**config.mk**
```make
export PLATFORM = sky130hd
export DESIGN_NAME = imu_bias_cal
export DESIGN_NICKNAME = d
export VERILOG_FILES = /design/src/rtl/imu_bias_cal.sv
export SDC_FILE = /design/constraint.sdc
export NUM_CORES = 1
export LEC_CHECK = 0
export BUFFER_PORTS_ARGS = -buffer_cell sky130_fd_sc_hd__buf_2
export CORE_UTILIZATION = 52
export DETAILED_ROUTE_END_ITERATION = 8
export HOLD_SLACK_MARGIN = 0.05
export PLACE_DENSITY_LB_ADDON = 0.15
export SLEW_MARGIN = 15
export SYNTH_ARGS = -nofsm -noshare
export SYNTH_HDL_FRONTEND = slang
export SYNTH_SLANG_ARGS = --single-unit
```
**constraint.sdc**
```tcl
create_clock -name clk -period 3.05 [get_ports clk]
set_clock_uncertainty 0.05 [all_clocks]
set_input_delay 0.7625 -clock clk [delete_from_list [all_inputs] [get_ports clk]]
set_output_delay 0.7625 -clock clk [all_outputs]
set_load 0.01 [all_outputs]
```
**src/rtl/imu_bias_cal.sv**
```systemverilog
// Gyro bias calibration: averages 2^CAL_SAMPLES_LOG2 stationary samples, then streams
// bias-corrected saturated gyro plus registered accel with 1-cycle latency.
module imu_bias_cal #(
    parameter int CAL_SAMPLES_LOG2 = 6,
    parameter int MOTION_THR       = 2000
) (
    input  logic               clk,
    input  logic               rst_n,
    input  logic               in_valid,
    input  logic signed [15:0] accel_x,
    input  logic signed [15:0] accel_y,
    input  logic signed [15:0] accel_z,
    input  logic signed [15:0] gyro_x,
    input  logic signed [15:0] gyro_y,
    input  logic signed [15:0] gyro_z,
    input  logic               recal,
    output logic signed [15:0] accel_x_out,
    output logic signed [15:0] accel_y_out,
    output logic signed [15:0] accel_z_out,
    output logic signed [15:0] gyro_x_out,
    output logic signed [15:0] gyro_y_out,
    output logic signed [15:0] gyro_z_out,
    output logic               out_valid,
    output logic               cal_done,
    output logic signed [15:0] bias_x,
    output logic signed [15:0] bias_y,
    output logic signed [15:0] bias_z
);
    localparam int AW = 16 + CAL_SAMPLES_LOG2;
    localparam int CW = CAL_SAMPLES_LOG2 + 1;
    localparam logic [0:0]    S_CAL    = 1'b0;
    localparam logic [0:0]    S_RUN    = 1'b1;
    localparam logic [CW-1:0] CNT_LAST = CW'((1 << CAL_SAMPLES_LOG2) - 1);
    localparam logic [16:0]   THR      = 17'(MOTION_THR);

    function automatic logic [16:0] abs17(input logic [15:0] v);
        logic [16:0] e;
        e = {v[15], v};
        return v[15] ? (~e + 17'd1) : e;
    endfunction

    function automatic logic [15:0] sat_sub(input logic [15:0] a, input logic [15:0] b);
        logic [16:0] d;
        d = {a[15], a} - {b[15], b};
        if (d[16] != d[15]) return d[16] ? 16'h8000 : 16'h7fff;
        return d[15:0];
    endfunction

    logic [0:0]        state_q, state_d;
    logic [CW-1:0]     cnt_q, cnt_d;
    logic [AW-1:0]     acc_x_q, acc_x_d, acc_y_q, acc_y_d, acc_z_q, acc_z_d;
    logic [AW-1:0]     sum_x, sum_y, sum_z;
    logic [15:0]       bias_x_q, bias_x_d, bias_y_q, bias_y_d, bias_z_q, bias_z_d;
    logic [15:0]       ax_q, ax_d, ay_q, ay_d, az_q, az_d;
    logic [15:0]       gx_q, gx_d, gy_q, gy_d, gz_q, gz_d;
    logic              out_valid_q, out_valid_d, cal_done_q, cal_done_d;
    logic              motion;

    always_comb begin
        sum_x  = acc_x_q + {{CAL_SAMPLES_LOG2{gyro_x[15]}}, gyro_x};
        sum_y  = acc_y_q + {{CAL_SAMPLES_LOG2{gyro_y[15]}}, gyro_y};
        sum_z  = acc_z_q + {{CAL_SAMPLES_LOG2{gyro_z[15]}}, gyro_z};
        motion = (abs17(gyro_x) > THR) || (abs17(gyro_y) > THR) || (abs17(gyro_z) > THR);

        state_d     = state_q;
        cnt_d       = cnt_q;
        acc_x_d     = acc_x_q;
        acc_y_d     = acc_y_q;
        acc_z_d     = acc_z_q;
        bias_x_d    = bias_x_q;
        bias_y_d    = bias_y_q;
        bias_z_d    = bias_z_q;
        cal_done_d  = cal_done_q;
        out_valid_d = 1'b0;
        ax_d = ax_q;  ay_d = ay_q;  az_d = az_q;
        gx_d = gx_q;  gy_d = gy_q;  gz_d = gz_q;

        if (recal) begin
            state_d    = S_CAL;
            cal_done_d = 1'b0;
            cnt_d      = '0;
            acc_x_d    = '0;
            acc_y_d    = '0;
            acc_z_d    = '0;
        end else if (in_valid) begin
            if (state_q == S_CAL) begin
                if (motion) begin
                    cnt_d   = '0;
                    acc_x_d = '0;
                    acc_y_d = '0;
                    acc_z_d = '0;
                end else if (cnt_q == CNT_LAST) begin
                    // Taking the 16 bits above the fraction is an arithmetic shift (floor).
                    bias_x_d   = sum_x[CAL_SAMPLES_LOG2 +: 16];
                    bias_y_d   = sum_y[CAL_SAMPLES_LOG2 +: 16];
                    bias_z_d   = sum_z[CAL_SAMPLES_LOG2 +: 16];
                    cal_done_d = 1'b1;
                    state_d    = S_RUN;
                    cnt_d      = '0;
                    acc_x_d    = '0;
                    acc_y_d    = '0;
                    acc_z_d    = '0;
                end else begin
                    acc_x_d = sum_x;
                    acc_y_d = sum_y;
                    acc_z_d = sum_z;
                    cnt_d   = cnt_q + 1'b1;
                end
            end else begin
                out_valid_d = 1'b1;
                ax_d = accel_x;
                ay_d = accel_y;
                az_d = accel_z;
                gx_d = sat_sub(gyro_x, bias_x_q);
                gy_d = sat_sub(gyro_y, bias_y_q);
                gz_d = sat_sub(gyro_z, bias_z_q);
            end
        end
    end

    always_ff @(posedge clk or negedge rst_n) begin
        if (!rst_n) begin
            state_q     <= S_CAL;
            cnt_q       <= '0;
            acc_x_q     <= '0;
            acc_y_q     <= '0;
            acc_z_q     <= '0;
            bias_x_q    <= '0;
            bias_y_q    <= '0;
            bias_z_q    <= '0;
            cal_done_q  <= 1'b0;
            out_valid_q <= 1'b0;
            ax_q <= '0;  ay_q <= '0;  az_q <= '0;
            gx_q <= '0;  gy_q <= '0;  gz_q <= '0;
        end else begin
            state_q     <= state_d;
            cnt_q       <= cnt_d;
            acc_x_q     <= acc_x_d;
            acc_y_q     <= acc_y_d;
            acc_z_q     <= acc_z_d;
            bias_x_q    <= bias_x_d;
            bias_y_q    <= bias_y_d;
            bias_z_q    <= bias_z_d;
            cal_done_q  <= cal_done_d;
            out_valid_q <= out_valid_d;
            ax_q <= ax_d;  ay_q <= ay_d;  az_q <= az_d;
            gx_q <= gx_d;  gy_q <= gy_d;  gz_q <= gz_d;
        end
    end

    assign accel_x_out = ax_q;
    assign accel_y_out = ay_q;
    assign accel_z_out = az_q;
    assign gyro_x_out  = gx_q;
    assign gyro_y_out  = gy_q;
    assign gyro_z_out  = gz_q;
    assign out_valid   = out_valid_q;
    assign cal_done    = cal_done_q;
    assign bias_x      = bias_x_q;
    assign bias_y      = bias_y_q;
    assign bias_z      = bias_z_q;
endmodule

```
## Yosys cells after proc, flatten, opt, wreduce, memory -nomap -nowiden

Cells that the tools add are included.

- Flip-flop bits (word level): 220
- Bits in latches: 0
- Bits in writable memories: 0
- Bits in read-only memories: 0
- Input port bits: 100
- Output and inout port bits: 146
- Memories: 0

- $add $sub $neg: 10
- Multipliers: 0
- Divide/modulo/power cells: 0
- Order comparisons: 3
- Eq/ne operators: 6
- Shift operators: 0
- Multiplexer cells: 57
- Bitwise operators: 6
- Reduce and logical (&&, ||, !) cells: 8

Operators by type and width:

| cell | number |
|---|---|
| 22-bit 2-to-1 mux | 15 |
| 16-bit 2-to-1 mux | 9 |
| 22-bit adder | 3 |
| 17-bit by 1-bit adder with 17-bit output (second input constant) | 3 |
| 17-bit by 11-bit greater-than comparator with 1-bit output (second input constant) | 3 |
| 17-bit 2-to-1 mux | 3 |
| 17-bit NOT | 3 |
| 16-bit by 16-bit subtractor with 17-bit output | 3 |
| 7-bit 2-to-1 mux | 5 |
| 1-bit 2-to-1 mux | 25 |
| 7-bit by 1-bit adder with 7-bit output (second input constant) | 1 |
| 7-bit by 6-bit equality test with 1-bit output (second input constant) | 1 |
| 5-bit AND reduction | 1 |
| 2-bit != test (second input constant) | 2 |
| 4-bit AND reduction | 1 |
| 2-bit nonzero test | 2 |
| 1-bit != test | 3 |
| 1-bit NOT | 3 |
| 3-bit AND reduction | 1 |
| 1-bit logical OR | 2 |
| 2-bit AND reduction | 1 |

## Logic depth before layout (Yosys ltp)

- Depth in word-level cells: 10
- Depth in mapped cells: 14
- Gate-level depth less buffers: 12

## Least setup slack after synthesis

Ideal clock, no wire load.

- Path type: input -> register
- Start point: in gyro_x[0]
- End point: reg gx_q[12] (netlist: gyro_x_out[12])
- Arrival: 3.363 ns
- Path slack: -0.445 ns
- Stages on the path: 13
- Buffers on the path: 1
- Cells stage by stage: inv_1 > ha_1 > fa_1 > nand2b_1 > a21oi_1 > o21ai_0 > o41ai_1 > o41a_1 > o21ai_0 > nor2_1 > clkbuf_1 > nor2_1 > o21ai_0

- Word-level cells in the longest chain between the ends: 7

RTL lines:

| item | line | text |
|---|---|---|
| start: declaration | 13 | `input logic signed [15:0] gyro_x,` |
| 16-bit by 16-bit subtractor with 17-bit output * | 44 | `d = {a[15], a} - {b[15], b};` |
| 1-bit != test | 45 | `if (d[16] != d[15]) return d[16] ? 16'h8000 : 16'h7fff;` |
| 1-bit 2-to-1 mux | 45 |  |
| 1-bit 2-to-1 mux | 86 | `if (state_q == S_CAL) begin` |
| 1-bit 2-to-1 mux | 85 | `end else if (in_valid) begin` |
| 1-bit 2-to-1 mux | 78 | `if (recal) begin` |
| 16-bit 2-to-1 mux * | 46 | `return d[15:0];` |
| end signal: assignment | 147 | `gx_q <= gx_d; gy_q <= gy_d; gz_q <= gz_d;` |
| end: declaration | 55 | `logic [15:0] gx_q, gx_d, gy_q, gy_d, gz_q, gz_d;` |

Mark *: on every way between the ends. The rest lies on a longest branch, timed or not. The select of a mux whose other input is x is not followed.
A chain may end at the register's enable or synchronous reset.

## Worst setup path in the final report

- Start point: in gyro_y[10]
- End point: reg bias_z_q[0] (netlist: bias_z[0])

- Word-level cells in the longest chain between the ends: 8

RTL lines:

| item | line | text |
|---|---|---|
| start: declaration | 14 | `input logic signed [15:0] gyro_y,` |
| 17-bit NOT | 39 | `return v[15] ? (~e + 17'd1) : e;` |
| 17-bit by 1-bit adder with 17-bit output | 39 |  |
| 17-bit 2-to-1 mux * | 39 |  |
| 17-bit by 11-bit greater-than comparator with 1-bit output * | 63 | `motion = (abs17(gyro_x) > THR) \|\| (abs17(gyro_y) > THR) \|\| (abs17(gyro_z) > THR);` |
| 1-bit logical OR * (2 in series) | 63 |  |
| 1-bit NOT (no source line) * | n/a |  |
| 5-bit AND reduction (no source line) * | n/a |  |
| end signal: assignment | 143 | `bias_z_q <= bias_z_d;` |
| end: declaration | 53 | `logic [15:0] bias_x_q, bias_x_d, bias_y_q, bias_y_d, bias_z_q, bias_z_d;` |

Mark *: on every way between the ends. The rest lies on a longest branch, timed or not.

==> qor.txt <==
Status - finished with violations
Failing checks - negative setup slack
# port buffers - 245
Post-synth net total - 1885
CTS tree - done
Min-delay worst type - input pin to asynchronous set/reset pin
Worst Setup SP - gyro_y[10]
Area leader, netlist - dfrtp_1
Crit share post-route - 103.0%
Number of library cell types mapped by synthesis - 79
Max rail drop VDD - 349.0 uV
Vias per std cell - 5.574
Synth Cell Area - 0.01446 sq mm
Drt total wl - 44430 microns
Initial antenna violation count - 0
Syn avg cell area - 8.689 sq um
Dpl hpwl - 33420 microns
FF+latch count, synth - 220
Top Registers - acc_x_q (22), acc_y_q (22), acc_z_q (22)
Post-Route Utilization - 74.40%
Initial DRC count - 829
Die height - 168.8 microns
Crit path time final - 3142 ps
Layout cell share with drive strength beyond 1 - 32.84%
Post-placement cell area - 0.01883 sq mm
Asr flop ratio synth - 100.0%
Final critical-path setup slack - -91.72 ps
Drt drc - 0
Relative slew slack - 48.01%
Pin count of the biggest net entering global routing - 95
Synthesis-to-finish area growth - 39.45%
Maximum net fanout on the critical path - 9
Final Hold Vio Count - 0
PD cells - 363.6 mW/mm^2
Avg WL per Cell - 17.00 microns
Placer Congestion - 0.9028
Clk buf depth - 3
Final non-filler cell area - 0.02016 sq mm
Most crowded layer after global routing - met2
Worst-Skew Late Latency - 530 ps
Placed cells - 2554
Core area - 0.02710 sq mm
Critical path data required time - 3410 ps
Final ANT Viol Nets - 0
Fin Hold WS - 141.4 ps
CP arrival - 3500 ps
Tightest Pin Transition - 770.1 ps
Final slew viol count - 0
Fmax - 318.3 MHz
Cts bufs inserted - 25
Multi-input gate area - 0.008827 sq mm
Flop-to-flop setup slack - 90 ps
CP Capture Type - flop
Post-Syn Instances - 1664
Crit Path Class - input pin to flop
CTS Root Cell - clkbuf_16
Unrepaired setup endpoints after global routing - true
Final setup fails - 35
Total GRT Usage - 30.76%
Synth area leaders - dfrtp_1 38%, ha_1 10%, nand2_1 7.6%
Initial core utilization - 53.35%
Seq/Total Area, Yosys - 38.08%
Overall Power - 0.007330 W
Number of synthesized flops with an enable pin - 0
Startpoint Class - input pin
Main synth FF type - dfrtp_1
Die width - 168.8 microns
Antenna Cells - 0
Total gr overflow - 0
Htree depth - 1
Fill cells - 2031
RR Endpoint - bias_y[14]$_DFFE_PN0P_
Finished Layout Cells - 2613
First-pass DRT Iterations - 5
Rows - 60
Post-layout nets - 2445
Die area - 0.02848 sq mm
Met3 usage - 3.811%
Register Area - 0.005505 sq mm
Total number of vias - 14570
Clk pin slew, worst setup/hold paths - 60 ps
Vias in the first global route - 14460
Max-cap viol count - 0
Leakage power - 10.47 nW
Grt met1 use - 39.10%
First-pass GRT wire length - 71180 microns
M2 GR Usage - 54.40%
Ports - 246
Post-synth top area share - 38.08%
Ys Warns - 0
Clock sink count - 220
Critical R2R Launch - acc_y_q[0]$_DFFE_PN0P_
Cells on worst reg2reg path - 12
[power breakdown]
part           switching [W]  total (W)  internal, W
clock                0.00124    0.00304      0.00179
sequential         0.0000446    0.00305      0.00301
combinational       0.000679    0.00124     0.000563
[layout by cell type (no fill, tap or decap), drive strengths merged, types with 17 or more instances in the layout]
cell	instances
a22o	52
xnor2	66
nor2	114
nand3	33
a211oi	17
nand2b	21
o21ai	149
inv	98
xor2	33
a21oi	95
clkbuf	39
dfrtp	220
o21bai	18
nand2	292
ha	115
nor3	29
buf	580
a21o	27
nor2b	17
[timing repair]
action / in CTS / in global routing
setup buffers: 2 / 8
pin swaps: 9 / 17
hold buffers: 0 / 0
gates resized for setup: 12 / 82
cloned: 0 / 5
setup endpoints to repair: 66 / 151
[worst max-delay path, stage by stage]
cell       delay (ps)
buf_6              90
or4_4             550
or3_1             340
o311ai_2          220
o2111ai_1         150
nor4_2            170
buf_4             160
o2111ai_4         140
nor4_4            220
buf_4             190
buf_12            170
mux2_4            320
[per-layer routing]
layer / vias to the layer above / part of all wire [%] / routed length, microns
met4: 0 / 2.9 / 1303
met2: 451 / 49 / 21760
met5: - / 0 / 0
met1: 6997 / 42 / 18810
li1: 7019 / - / -
met3: 99 / 5.8 / 2559
[final cells by class]
| type | count | share of cell area (%) |
|---|---|---|
| Multi-Input combinational cell | 1292 | 43.78 |
| Sequential cell | 220 | 27.30 |
| Timing Repair Buffer | 585 | 20.58 |
| Clock buffer | 34 | 3.518 |
| Tap cell | 372 | 2.308 |
| Inverter | 100 | 1.961 |
| Clock inverter | 10 | 0.5523 |
[worst max-delay path by stage]
stage	to	slack (ps)	cells after the start
global route	bias_z[12]$_DFFE_PN0P_	-210	12
detailed placement	acc_y_q[21]$_DFFE_PN0P_	-640	12
CTS	bias_y[0]$_DFFE_PN0P_	-5	11
global placement	acc_y_q[21]$_DFFE_PN0P_	-600	12
floorplan	acc_z_q[21]$_DFFE_PN0P_	-360	10
finish	bias_z[0]$_DFFE_PN0P_	-90	12
[through the flow]
stage               setup TNS (ps)  worst slack [ps]
floorplan                   -22710            -364.8
detailed placement          -83790            -638.7
global placement            -74270            -600.6
finish                       -1142            -91.72
global route                -11120            -207.5
CTS                         -5.603            -4.949
[synth_stat cells (4+ instances only)]
library cell	number
a2111oi_0	5
a211o_1	4
a211oi_1	17
a21o_1	27
a21oi_1	95
a22o_1	52
a31oi_1	13
and2_1	4
and3_1	16
buf_1	4
buf_2	10
clkbuf_1	34
dfrtp_1	220
fa_1	6
ha_1	115
inv_1	100
maj3_1	4
mux2_2	12
mux2i_1	4
nand2_1	292
nand2b_1	21
nand3_1	33
nand4_1	14
nor2_1	114
nor2b_1	17
nor3_1	28
nor3b_1	4
nor4_1	6
o211a_1	4
o211ai_1	6
o21a_1	15
o21ai_0	148
o21bai_1	18
o311ai_0	4
o31a_1	6
o31ai_1	9
or2_2	4
or3_1	10
xnor2_1	66
xor2_1	33
[logic make-up after synthesis]
family | after synthesis | synth area share, %
simple gates | 583 | 18.14
compound gates | 469 | 21.36
flops | 220 | 38.08
buf+inv | 152 | 4.162
fa+ha+maj | 125 | 11.06
xor+xnor | 99 | 5.997
mux | 16 | 1.212
(Power assumes the default switching activity.)
